File: config.mk
export PLATFORM = sky130hd
export DESIGN_NAME = ddr_ui_arbiter
export DESIGN_NICKNAME = d
export VERILOG_FILES = /design/src/rtl/ddr_ui_arbiter.sv
export SDC_FILE = /design/constraint.sdc
export NUM_CORES = 1
export LEC_CHECK = 0
export CORE_AREA = 2 2 198 200
export DETAILED_ROUTE_END_ITERATION = 6
export DIE_AREA = 0 0 200 202
export GPL_TIMING_DRIVEN = 1
export PLACE_DENSITY_LB_ADDON = 0.1
export SLEW_MARGIN = 20
export SYNTH_ARGS = -nofsm -noshare
export SYNTH_HDL_FRONTEND = slang
export SYNTH_SLANG_ARGS = --single-unit
File: constraint.sdc
create_clock -name clk -period 14.2 [get_ports clk]
set_input_delay 1.42 -clock clk [delete_from_list [all_inputs] [get_ports clk]]
set_output_delay 1.42 -clock clk [all_outputs]
set_load 0.01 [all_outputs]
File: src/rtl/ddr_ui_arbiter.sv
// Two-client arbiter in front of the MIG user interface, with in-order read-tag routing.
// Define DDR_ARB_FIXED_PRIO_EN for fixed priority (client 0 wins); round-robin otherwise.
module ddr_ui_arbiter #(
  parameter int ADDR_W   = 32,
  parameter int DATA_W   = 64,
  parameter int RD_OUTST = 16
) (
  input  logic                clk,
  input  logic                rst,
  input  logic                init_calib_complete_i,
  input  logic                c0_valid_i,
  input  logic [2:0]          c0_cmd_i,
  input  logic [ADDR_W-1:0]   c0_addr_i,
  input  logic [DATA_W-1:0]   c0_wdata_i,
  output logic                c0_ready_o,
  output logic [DATA_W-1:0]   c0_rd_data_o,
  output logic                c0_rd_valid_o,
  input  logic                c1_valid_i,
  input  logic [2:0]          c1_cmd_i,
  input  logic [ADDR_W-1:0]   c1_addr_i,
  input  logic [DATA_W-1:0]   c1_wdata_i,
  output logic                c1_ready_o,
  output logic [DATA_W-1:0]   c1_rd_data_o,
  output logic                c1_rd_valid_o,
  input  logic                app_rdy_i,
  input  logic                app_wdf_rdy_i,
  input  logic [DATA_W-1:0]   app_rd_data_i,
  input  logic                app_rd_data_valid_i,
  input  logic                app_rd_data_end_i,
  output logic                app_en_o,
  output logic [2:0]          app_cmd_o,
  output logic [ADDR_W-1:0]   app_addr_o,
  output logic [DATA_W-1:0]   app_wdf_data_o,
  output logic                app_wdf_wren_o,
  output logic                app_wdf_end_o,
  output logic [DATA_W/8-1:0] app_wdf_mask_o,
  output logic                rd_underflow_err_o
);

  localparam int PTR_W = $clog2(RD_OUTST);
  localparam int CNT_W = PTR_W + 1;

  typedef enum logic [1:0] {
    WAIT_CAL = 2'd0,
    IDLE     = 2'd1,
    ISSUE    = 2'd2
  } state_t;

  state_t              state_q;
  logic [2:0]          cmd_q;
  logic [ADDR_W-1:0]   addr_q;
  logic [DATA_W-1:0]   wdata_q;
`ifndef DDR_ARB_FIXED_PRIO_EN
  logic                last_q;
`endif

  logic                tag_q [RD_OUTST];
  logic [PTR_W-1:0]    wr_ptr_q;
  logic [PTR_W-1:0]    rd_ptr_q;
  logic [CNT_W-1:0]    cnt_q;
  logic [CNT_W-1:0]    cnt_d;
  logic [1:0]          rd_valid_q;
  logic [DATA_W-1:0]   rd_data_q;
  logic                err_q;

  logic c0_rd_s, c1_rd_s, full_s, empty_s, elig0_s, elig1_s;
  logic issue_rd_s, app_en_s, accept_s, grant_ok_s, sel1_s, grant_s;
  logic push_s, pop_s;
  logic unused_s;

  // Eligibility, arbitration, UI handshake and tag-FIFO bookkeeping.
  always_comb begin
    c0_rd_s    = (c0_cmd_i != 3'b000);
    c1_rd_s    = (c1_cmd_i != 3'b000);
    full_s     = (cnt_q == CNT_W'(RD_OUTST));
    empty_s    = (cnt_q == {CNT_W{1'b0}});
    elig0_s    = c0_valid_i & ~(c0_rd_s & full_s);
    elig1_s    = c1_valid_i & ~(c1_rd_s & full_s);
    issue_rd_s = (cmd_q != 3'b000);
    app_en_s   = (state_q == ISSUE) & (issue_rd_s | app_wdf_rdy_i);
    accept_s   = app_en_s & app_rdy_i;
    grant_ok_s = init_calib_complete_i & ((state_q == IDLE) | accept_s);
`ifdef DDR_ARB_FIXED_PRIO_EN
    sel1_s     = elig1_s & ~elig0_s;
`else
    sel1_s     = elig1_s & (~elig0_s | ~last_q);
`endif
    grant_s    = grant_ok_s & (elig0_s | elig1_s);
    push_s     = grant_s & (sel1_s ? c1_rd_s : c0_rd_s);
    // A push into an empty FIFO is not yet poppable this cycle.
    pop_s      = app_rd_data_valid_i & ~empty_s;
    cnt_d      = cnt_q;
    if (push_s & ~pop_s) begin
      cnt_d = cnt_q + CNT_W'(1);
    end else if (pop_s & ~push_s) begin
      cnt_d = cnt_q - CNT_W'(1);
    end else begin
      cnt_d = cnt_q;
    end
  end

  // Control FSM and the command register held on the UI until accepted.
  always_ff @(posedge clk or posedge rst) begin
    if (rst) begin
      state_q <= WAIT_CAL;
      cmd_q   <= 3'b000;
      addr_q  <= {ADDR_W{1'b0}};
      wdata_q <= {DATA_W{1'b0}};
`ifndef DDR_ARB_FIXED_PRIO_EN
      last_q  <= 1'b1;
`endif
    end else begin
      case (state_q)
        WAIT_CAL: if (init_calib_complete_i) state_q <= IDLE;
        IDLE, ISSUE: begin
          if (grant_s) begin
            state_q <= ISSUE;
          end else if (accept_s) begin
            state_q <= init_calib_complete_i ? IDLE : WAIT_CAL;
          end
        end
        default: state_q <= WAIT_CAL;
      endcase
      if (grant_s) begin
        cmd_q   <= sel1_s ? c1_cmd_i   : c0_cmd_i;
        addr_q  <= sel1_s ? c1_addr_i  : c0_addr_i;
        wdata_q <= sel1_s ? c1_wdata_i : c0_wdata_i;
`ifndef DDR_ARB_FIXED_PRIO_EN
        last_q  <= sel1_s;
`endif
      end
    end
  end

  always_ff @(posedge clk or posedge rst) begin
    if (rst) begin
      wr_ptr_q <= {PTR_W{1'b0}};
      rd_ptr_q <= {PTR_W{1'b0}};
      cnt_q    <= {CNT_W{1'b0}};
    end else begin
      if (push_s) wr_ptr_q <= wr_ptr_q + PTR_W'(1);
      if (pop_s)  rd_ptr_q <= rd_ptr_q + PTR_W'(1);
      cnt_q <= cnt_d;
    end
  end

  always_ff @(posedge clk) begin
    if (push_s) tag_q[wr_ptr_q] <= sel1_s;
  end

  // Registered read return, steered by the tag at the FIFO head.
  always_ff @(posedge clk or posedge rst) begin
    if (rst) begin
      rd_valid_q <= 2'b00;
      rd_data_q  <= {DATA_W{1'b0}};
      err_q      <= 1'b0;
    end else begin
      rd_valid_q[0] <= pop_s & ~tag_q[rd_ptr_q];
      rd_valid_q[1] <= pop_s & tag_q[rd_ptr_q];
      if (pop_s) rd_data_q <= app_rd_data_i;
      if (app_rd_data_valid_i & empty_s) err_q <= 1'b1;
    end
  end

  assign c0_ready_o         = grant_s & ~sel1_s;
  assign c1_ready_o         = grant_s & sel1_s;
  assign c0_rd_valid_o      = rd_valid_q[0];
  assign c1_rd_valid_o      = rd_valid_q[1];
  assign c0_rd_data_o       = rd_data_q;
  assign c1_rd_data_o       = rd_data_q;
  assign app_en_o           = app_en_s;
  assign app_cmd_o          = cmd_q;
  assign app_addr_o         = addr_q;
  assign app_wdf_data_o     = wdata_q;
  assign app_wdf_wren_o     = accept_s & ~issue_rd_s;
  assign app_wdf_end_o      = accept_s & ~issue_rd_s;
  assign app_wdf_mask_o     = {(DATA_W/8){1'b0}};
  assign rd_underflow_err_o = err_q;
  // Burst length yields one beat per read, so the end strobe carries no information.
  assign unused_s           = app_rd_data_end_i;

endmodule

* Word level (Yosys, flattened, before mapping) *
Memories as Yosys holds them, arrays and structs flattened.
Cells that the tools add are included.

word-level totals
  bits in registers = 182
  bits in writable memories = 16
  bits of input ports = 271
  output and inout bits = 243
  logic and storage cells = 75
  memories = 1

operators by class
  $add $sub $neg = 4
  equality and inequality tests = 5
  muxes and demuxes = 13
  bitwise operators = 33
  reductions and logical operators = 8

memories
  memory  words  width  read ports  clocked after Yosys merged registers in  wr ports  RTL line  text
  tag_q   16     1      1           0                                        1         57        logic tag_q [RD_OUTST];

operator list
  kind                                                 number
  2-to-1 mux 64 bit                                    1
  2-to-1 mux 32 bit                                    1
  bitwise AND 1 bit                                    19
  2-to-1 mux 5 bit                                     2
  inverter 1 bit                                       10
  nonzero test 3 bit                                   3
  adder 4 x 1 -> 4 bit, second input constant          2
  2-to-1 mux 2 bit                                     3
  adder 5 x 1 -> 5 bit, second input constant          1
  equality test 5 bit, second input constant           1
  zero test 5 bit                                      1
  subtractor 5 x 1 -> 5 bit, second input constant     1
  2-to-1 mux 1 bit                                     4
  bitwise OR 1 bit                                     4
  case mux 2 bit (2 select lines)                      1
  2-to-1 mux 3 bit                                     1
  inequality test 3 bit, second input constant         1
  equality test 2 x 1 -> 1 bit, second input constant  1
  equality test 2 bit, second input constant           1
  zero test 2 bit                                      1
  inequality test 2 bit, second input constant         1
  AND reduction 2 bit                                  1
  nonzero test 2 bit                                   1
  OR reduction 2 bit                                   1

* Longest topological paths before layout *
Gate-level depths: netlist of run 1.

  word-level depth = 13
  mapped depth = 15
  gate-level depth less buffers = 14

* Worst setup path before layout of run 1 *
OpenSTA, ideal clock, no wires.

  path kind = in2out
  from = in c1_cmd_i[0]
  to = out c1_ready_o
  arrival time = 2.870 ns
  data required time = 12.780 ns
  path slack = 9.910 ns
  cell stages on the path = 6
  path buffers = 2
  cell sequence = nor3_1 -> o31ai_4 -> a211oi_2 -> buf_2 -> clkbuf_1 -> and2_1

between the ends
  longest elaborated chain between the ends = 7
  elaborated cells on any way between the ends = 8
  those cells by class = bitwise (7); reduce/logical (1)

RTL lines
  what                    RTL line  text
  from (decl)             19        input logic [2:0] c1_cmd_i,
  nonzero test 3 bit (*)  74        c1_rd_s = (c1_cmd_i != 3'b000);
  bitwise AND 1 bit (*)   78        elig1_s = c1_valid_i & ~(c1_rd_s & full_s);
  inverter 1 bit (*)      78
  bitwise AND 1 bit (*)   78
  bitwise OR 1 bit        88        grant_s = grant_ok_s & (elig0_s | elig1_s);
  bitwise AND 1 bit       88
  bitwise AND 1 bit (*)   166       assign c1_ready_o = grant_s & sel1_s;
  to (decl)               22        output logic c1_ready_o,

Mark *: on every way between the ends. The rest lies on a longest branch, timed or not.

* Worst setup path after layout of run 1 *
Same ends and word-level chain as after synthesis.

==> results of run 1 <==
report_power, final:
| group | total (mW) | switching, mW | internal (mW) |
|---|---|---|---|
| clock | 0.498 | 0.222 | 0.276 |
| sequential | 0.930 | 0.147 | 0.783 |
| combinational | 1.22 | 0.539 | 0.679 |
| total | 2.65 | 0.908 | 1.74 |
synthesized netlist by cell type, types with 5 or more instances:
master and count:
dfrtp_1 181, buf_2 14, nor2b_1 6, nor2_1 104, xor2_1 5, clkbuf_1 21
edfxtp_1 16, buf_4 74, and2_1 7, ha_1 14, nand2_1 9, inv_1 12
and3_1 12, xnor2_1 5, mux2i_1 97, a21oi_1 103, mux2_2 66, mux4_2 5
buf_6 7, nand3_1 5
metal layers:
metal,vias to the layer above,global-route usage (%)
met2,316,26.3
met5,-,0
met1,3412,17.4
met3,22,5.76
li1,3544,-
met4,2,4.23
flip-flops by register name (all words and copies together) (netlist names):
name / cells
wr_ptr_q: 4
app_addr_o: 32
c0_rd_data_o: 64
rd_valid_q: 2
state_q: 2
app_cmd_o: 3
rd_underflow_err_o: 1
cnt_q: 5
tag_q: 16
app_wdf_data_o: 64
last_q: 1
rd_ptr_q: 4
through the flow:
step / power, mW / hold WS (ns) / instances
3_5_place_dp: 2.18 / 0.471 / 1719
3_3_place_gp: 2.18 / 0.469 / 1719
4_1_cts: 2.70 / 0.486 / 1751
2_1_floorplan: 1.54 / 0.450 / 808
6_report: 2.65 / 0.484 / 1752
5_1_grt: 2.84 / 0.506 / 1752
area by class of cell:
type | count | area, um^2 | area share [%]
clock buffer | 19 | 433 | 2.88
clock inverter | 13 | 153 | 1.02
inverter | 12 | 52.6 | 0.350
multi-input combinational | 482 | 3570 | 23.8
sequential | 198 | 5040 | 33.5
tap | 518 | 648 | 4.32
timing repair buffer | 510 | 5120 | 34.1
worst reg2reg max path: cells and delay by family (launching register included):
kind	cells	cell delay, ns
AOI/OAI and AO/OA	4	1.17
xor gates and xnor gates	1	0.13
adders and majority gates	2	0.60
buffers and inverters	1	0.14
DFF	1	0.45
and+or+nand+nor	4	1.45
cells by family after synthesis:
family / count (synthesis) / synth area share, %
DFF: 198 / 53.7
AOI/OAI and AO/OA: 127 / 7.62
muxes: 169 / 19.6
and+or+nand+nor: 153 / 7.22
other: 1 / 0.0400
xor gates and xnor gates: 10 / 0.934
adders and majority gates: 15 / 2.08
buffers and inverters: 128 / 8.83
path summary, 6_finish.rpt:
| kind | to |
|---|---|
| setup reg to reg | cnt_q[4] |
| hold reg to reg | rd_ptr_q[3] |
| hold / removal | rd_ptr_q[3] |
| max in group asynchronous | app_addr_o[19] |
| setup / recovery | c1_ready_o |
| min in group asynchronous | c0_rd_data_o[32] |
==> flow_summary.toml, run 1 <==
[critical_path]
setup.worst_path.end_class = "primary output"
rr_startpoint = "cnt_q[1]"
arrival_ns = 4.68
cp_top_family = "buffers and inverters"
start_kind = "input pin"
reg2regPathDepth = 12
criticalPathCategory = "input pin to primary output"
cp_slowest_stage_delay_ns = 0.71
rrSetupSlack_ns = 10.18
slowest_stage = "buf_4"
path_cells = "clkdlybuf4s50_1 > nor3_1 > o31ai_4 > a21oi_4 > buf_4 > and2_1 > clkdlybuf4s50_1"
required_ns = 12.78
worst-path-buf-inv = 3
path_max_fanout = 45
crit_top_cell = "clkdlybuf4s50_1"
crit_start = "c1_cmd_i[0]"
cp_num_cells = 7

[sta]
period_needed_ns = 6.10
setup_viol = 0
tns_ns = 0
tightest_slew_ns = 0.984
finClkSkew_ns = 0.00936
fin_ws_ns = 8.10
slew_violations = 0
fin_crit_sh_pct = 42.9
slew-limit-headroom_pct = 34.4
fmax_mhz = 164
rsz0062_at_grt = "false"
finalHoldViolations = 0

[global_routing]
grt_max_degree = 204
grtUsageTotal_pct = 15.2
antenna_found_initial = 2
grt_pass1_vias = 7406
grt_pass1_wl_um = 45500
overflow = 0

[routing]
dr.max_layer_used = "met5"
dr_wl_met3_um = 3050
via_per_inst = 4.16
route.vias.total = 7296
ant_nets = 0
dr_wl_met2_um = 15400
drt-initial-drc-count = 235
wl_met1_um = 12000
firstDrtPassIters = 4
wl_per_cell_um = 17.7
routed_wl_um = 30900
drc = 0

[synthesis]
synth_area_leaders = "dfrtp_1 48%, mux2i_1 10%, mux2_2 7.9%"
synthArstFlopShare_pct = 91.9
netlist-cell-type-count = 48
synth_area_mm2 = 0.00938
synth-seq-cells = 198
syn_avg_cell_area_um2 = 11.7
yosys_warnings = 0
yosysSeqAreaShare_pct = 53.7
synthCells = 801
synth_edf_count = 16
synth_top_area_share_pct = 48.3
yosysTopAreaCell = "dfrtp_1"
synthFlopType = "dfrtp_1"

[placement]
dpl_cell_area_mm2 = 0.0144
io_buffers = 504
place.gp.congestion = 0.759
dp.final_hpwl_um = 23600
dp_slack_ns = 8.04

[clock_network]
cts_buffers = 17
clock_sinks = 198
htree_levels = 4
ctsHoldBuffers = 0
clkTransAtPathRegs_ns = 0.07
ctsResizeCount = 0
cts_tree = "built"
cts_buffer_depth = 2
cts_root_buffer = "clkbuf_16"
postCtsSetupBuffers = 0
clkLatencyLatePin_ns = 0.44

[die]
fp.dieW_um = 200
core_mm2 = 0.0383
die-area_mm2 = 0.0404
num_rows = 72
die_h_um = 202
start_util_pct = 24.5
io_pins = 514

[worst_hold_path]
hold_depth = 1
hp-class = "register to register"
min-delay-start = "rd_ptr_q[3]"

[run_status]
status = "finished, final reports clean"

[power]
max-vdd-ir-drop_mv = 0.0847
leakage_nw = 6.07
power.density_mw_per_mm2 = 176

[cells_and_area]
fin_area_mm2 = 0.0150
layout_commonest_cell = "clkdlybuf4s50_1"
final_util_pct = 39.2
diodes = 0
fillers = 3780
final_nets = 1507
area_growth_pct = 60.1
final_cell_mix = "504 x clkdlybuf4s50_1, 181 x dfrtp_1, 104 x nor2_1"
drive_gt1_share_pct = 9.24

[job]
cap_violations = 0
Power figures use the tool's default switching activity.
==> run 2: changes to the inputs <==
--- a/config.mk
+++ b/config.mk
@@ -5,9 +5,9 @@
 export SDC_FILE = /design/constraint.sdc
 export NUM_CORES = 1
 export LEC_CHECK = 0
-export CORE_AREA = 2 2 198 200
+export CORE_AREA = 2 2 202 204
 export DETAILED_ROUTE_END_ITERATION = 6
-export DIE_AREA = 0 0 200 202
+export DIE_AREA = 0 0 204 206
 export GPL_TIMING_DRIVEN = 1
 export PLACE_DENSITY_LB_ADDON = 0.1
 export SLEW_MARGIN = 20
==> constraint.sdc (replaced) <==
create_clock -name clk -period 5.2 [get_ports clk]
set_input_delay 0.52 -clock clk [delete_from_list [all_inputs] [get_ports clk]]
set_output_delay 0.52 -clock clk [all_outputs]
set_load 0.01 [all_outputs]
==> run 2 against run 1 <==
Compared with the run above: sequential share of layout area down 0.070 points; first-iteration DRC count shrank 16%; non-clock buffer count grew 1; total power increased to 2.7 times the previous value; clock power grew to 2.8 times the previous value; die area is 4.0% higher; sequential power grew to 2.7 times the previous value; global-route usage shrank 0.43 points; cell area up 0.21%; critical path depth is 6 higher; flip-flop and latch count stayed put; register-to-register slack got worse by 8.8 ns; critical path type is now input pin to register; largest cell class unchanged.
==> flow_summary.toml, run 2 (synthesis results as in run 1) <==
[run_status]
status = "finished, final reports clean"

[routing]
routed_wl_um = 31800
route.vias.total = 7316
ant_nets = 0
via_per_inst = 4.14
drt-initial-drc-count = 198
wl_per_cell_um = 18.0
firstDrtPassIters = 4
drc = 0

[sta]
setup_viol = 0
tns_ns = 0
timing.hold.ws_ns = 0.488
rsz0062_at_grt = "false"
tightest_slew_ns = 0.990
period_needed_ns = 3.97
fmax_mhz = 252
finClkSkew_ns = 0.0131
finalHoldViolations = 0
slew-limit-headroom_pct = 34.0
fin_crit_sh_pct = 76.3
slew_violations = 0

[placement]
dp.final_hpwl_um = 24100
place.gp.congestion = 0.741
io_buffers = 504

[global_routing]
overflow = 0
grt_pass1_vias = 7269
grtUsageTotal_pct = 14.8
grt_pass1_wl_um = 45900
antenna_found_initial = 1
grt_max_degree = 204

[power]
max-vdd-ir-drop_mv = 0.216
pwr-share-seq_pct = 35.1
switching_share_pct = 35.1
combPwrFrac_pct = 45.9
leakage_nw = 6.08
netSwitchingPower_mw = 2.55
internal_power_mw = 4.72
power.density_mw_per_mm2 = 483
clkPwrFrac_pct = 19.0

[cells_and_area]
final_util_pct = 37.4
layout_commonest_cell = "clkdlybuf4s50_1"
area_growth_pct = 60.4
final_nets = 1508
drive_gt1_share_pct = 9.55
final_cell_mix = "504 x clkdlybuf4s50_1, 181 x dfrtp_1, 104 x nor2_1"

[critical_path]
r2r_end = "cnt_q[4]"
start_kind = "input pin"
reg2regPathDepth = 14
cp_top_family = "simple AND/OR/NAND/NOR gates"
required_ns = 5.57
path_cells = "clkdlybuf4s50_1 > nor3_1 > o31ai_4 > a211oi_4 > nor2b_1 > ha_1 > inv_1 > ha_1 > nor2b_1 > o21a_1 > or3_1 > a21oi_1 > xnor2_1"
slowest_stage = "nor2b_1"
rr_startpoint = "state_q[0]"
cp_num_cells = 13
worst-path-buf-inv = 2
criticalPathCategory = "input pin to register"
setup.worst_path.end_class = "register"
path_max_fanout = 15
rrSetupSlack_ns = 1.34
arrival_ns = 4.34
cp_slowest_stage_delay_ns = 0.74

[clock_network]
clock_sinks = 198
cts_buffers = 17
cts_buffer_depth = 2
clkTransAtPathRegs_ns = 0.08
clkLatencyLatePin_ns = 0.44
ctsHoldBuffers = 0
cts_root_buffer = "clkbuf_16"
ctsResizeCount = 0
htree_levels = 4
postCtsSetupBuffers = 0
cts_tree = "built"

[die]
core_mm2 = 0.0402
io_pins = 514
die_h_um = 206
start_util_pct = 23.3
num_rows = 74
die-area_mm2 = 0.0420
fp.dieW_um = 204

[worst_hold_path]
hold_depth = 1
hold_end = "rd_ptr_q[3]"
hp-class = "register to register"
min-delay-start = "rd_ptr_q[3]"

[job]
cap_violations = 0
run 2: power groups by stage:
| stage | Combinational, mW | Clock (mW) | Sequential, mW |
|---|---|---|---|
| after global placement | 3.41 | 0 | 2.56 |
| final | 3.34 | 1.38 | 2.55 |
| after CTS | 3.41 | 1.45 | 2.56 |
| after global routing | 3.63 | 1.51 | 2.63 |
| after detailed placement | 3.41 | 0 | 2.57 |
| after floorplan | 1.47 | 0 | 2.73 |
run 2: worst max path at each step:
stage | start | to | slack, ns
floorplan | cnt_q[1] | cnt_q[4] | 1.91
global placement | c1_cmd_i[1] | cnt_q[4] | 0.85
detailed placement | c1_cmd_i[1] | cnt_q[4] | 0.75
CTS | c1_cmd_i[1] | cnt_q[4] | 1.23
global route | cnt_q[0] | cnt_q[4] | 0.95
finish | c1_cmd_i[1] | cnt_q[4] | 1.23
run 2: final cells by class:
| cell class | instances | area (um^2) |
|---|---|---|
| Antenna cell | 2 | 5.00 |
| Clock buffer | 17 | 425 |
| Clock inverter | 15 | 173 |
| Fill cell | 4033 | 25100 |
| Inverter | 12 | 48.8 |
| Multi-Input combinational cell | 482 | 3570 |
| Sequential cell | 198 | 5040 |
| Tap cell | 532 | 666 |
| Timing Repair Buffer | 511 | 5120 |
run 2: layer usage:
| layer | wire length (um) | GRT usage (%) | part of all wire, % |
|---|---|---|---|
| met1 | 12600 | 17.0 | 40 |
| met2 | 15600 | 25.3 | 49 |
| met3 | 3020 | 5.58 | 9.5 |
| met4 | 536 | 4.84 | 1.7 |
| met5 | 0 | 0 | 0 |
run 2: stage by stage:
step                std cells  setup slack (ns)  instance area, um^2  power [mW]
finish                   1769              1.23                15000        7.26
global route             1768             0.953                15000        7.78
CTS                      1767              1.23                15000        7.42
detailed placement       1735             0.750                14400        5.98
global placement         1735             0.848                14400        5.97
floorplan                 808              1.91                 9410        4.20
==> run 3: changes to the inputs <==
==> constraint.sdc (replaced) <==
create_clock -name clk -period 3.5 [get_ports clk]
set_input_delay 0.35 -clock clk [delete_from_list [all_inputs] [get_ports clk]]
set_output_delay 0.35 -clock clk [all_outputs]
set_load 0.01 [all_outputs]
==> run 3 against run 2 <==
Compared with the run above: sequential power increased by 48%; worst setup slack got worse by 0.96 ns; sequential share of layout area decreased by 0.33 points; utilization increased by 0.38 points; hold slack got worse by 0.16 ns; non-clock buffer count increased by 12; clock power increased by 57%; critical path depth decreased by 1; global-route usage about the same; cell area increased by 1.0%; routed wire length about the same; combinational power increased by 51%; largest power group unchanged.
==> flow_summary.toml, run 3 (synthesis results as in run 1) <==
[critical_path]
arrival_ns = 3.60
criticalPathCategory = "register to register"
start_kind = "register"
required_ns = 3.87
r2r_end = "cnt_q[4]"
rrSetupSlack_ns = 0.27
reg2regPathDepth = 12
setup.worst_path.end_class = "register"
rr_startpoint = "cnt_q[1]"
path_max_fanout = 5

[power]
power_mw = 11.0
power.density_mw_per_mm2 = 721
max-vdd-ir-drop_mv = 0.321
leakage_nw = 6.18

[worst_hold_path]
hp-class = "input pin to async pin"

[placement]
dp_slack_ns = 0.0673
dpl_cell_area_mm2 = 0.0146
io_buffers = 504
place.gp.congestion = 0.746
dp.final_hpwl_um = 24700

[clock_network]
cts_tree = "built"
ctsResizeCount = 0
clkLatencyLatePin_ns = 0.45
clock_sinks = 198
cts_buffers = 17
postCtsSetupBuffers = 0
htree_levels = 4
cts_buffer_depth = 2
clkTransAtPathRegs_ns = 0.08
cts_root_buffer = "clkbuf_16"
ctsHoldBuffers = 0

[routing]
route.vias.total = 7416
wl_met1_um = 12600
dr_wl_met3_um = 2850
via_per_inst = 4.17
ant_nets = 0
dr.max_layer_used = "met4"
routed_wl_um = 31800
firstDrtPassIters = 4
wl_per_cell_um = 17.9
drt-initial-drc-count = 333
drc = 0
dr_wl_met2_um = 15900

[job]
cap_violations = 0

[die]
die-area_mm2 = 0.0420
num_rows = 74
start_util_pct = 23.3
core_mm2 = 0.0402
io_pins = 514
die_h_um = 206
fp.dieW_um = 204

[sta]
finalHoldViolations = 0
rsz0062_at_grt = "false"
tns_ns = 0
slew_violations = 0
fmax_mhz = 310
setup_viol = 0
slew-limit-headroom_pct = 29.4
fin_crit_sh_pct = 92.3
fin_ws_ns = 0.270
timing.hold.ws_ns = 0.326
period_needed_ns = 3.23
finClkSkew_ns = 0.0142
tightest_slew_ns = 1.06

[global_routing]
overflow = 0
grt_pass1_wl_um = 45800
grt_max_degree = 107
antenna_found_initial = 1
grtUsageTotal_pct = 14.7
grt_pass1_vias = 7440

[cells_and_area]
layout_commonest_cell = "clkdlybuf4s50_1"
drive_gt1_share_pct = 10.4
fin_area_mm2 = 0.0152
area_growth_pct = 62.0
final_cell_mix = "504 x clkdlybuf4s50_1, 181 x dfrtp_1, 104 x nor2_1"
final_nets = 1520

[run_status]
status = "finished, final reports clean"
[run 3: final cells by class]
type / count / area [um^2]
antenna: 1 / 2.50
clock buffer: 17 / 425
clock inverter: 15 / 211
fill: 4005 / 25000
inverter: 12 / 48.8
multi-input combinational: 482 / 3570
sequential: 198 / 5040
tap: 532 / 666
timing repair buffer: 523 / 5240
[run 3: worst max path at each step]
| stage | slack (ns) | cells after the start | startpoint | endpoint |
|---|---|---|---|---|
| floorplan | 0.21 | 13 | cnt_q[1] | cnt_q[4] |
| global placement | 0.09 | 14 | c1_cmd_i[1] | cnt_q[4] |
| detailed placement | 0.07 | 13 | c0_cmd_i[0] | cnt_q[4] |
| CTS | 0.24 | 12 | cnt_q[1] | cnt_q[4] |
| global route | 0.07 | 12 | cnt_q[1] | cnt_q[4] |
| finish | 0.27 | 12 | cnt_q[1] | cnt_q[4] |
[run 3: through the flow]
stage | std cells | util [%]
after floorplan | 808 | -
after global placement | 1747 | 36.2
after detailed placement | 1747 | 36.2
after CTS | 1779 | 37.8
after global routing | 1780 | 37.8
final | 1780 | 37.8
[run 3: critical path, stage by stage, from the launching register on]
cell      delay, ns
dfrtp_1        0.43
or4_4          0.61
o31ai_4        0.31
a211oi_4       0.09
nor2b_1        0.16
ha_1           0.26
inv_1          0.14
ha_1           0.26
nor2b_1        0.13
o21a_1         0.16
or3_1          0.30
a21oi_1        0.17
xnor2_1        0.13
[run 3: power by group]
| group | total, mW | internal, mW | switching, mW |
|---|---|---|---|
| registers | 3.77 | 3.17 | 0.591 |
| logic | 5.03 | 2.80 | 2.23 |
| clock network | 2.17 | 1.16 | 1.00 |
| total | 11.0 | 7.13 | 3.83 |
[run 3: metal layers]
metal / GRT usage, % / up-vias
met2: 25.7 / 337
met5: 0 / -
li1: - / 3568
met1: 16.8 / 3491
met3: 5.38 / 20
met4: 4.50 / 0
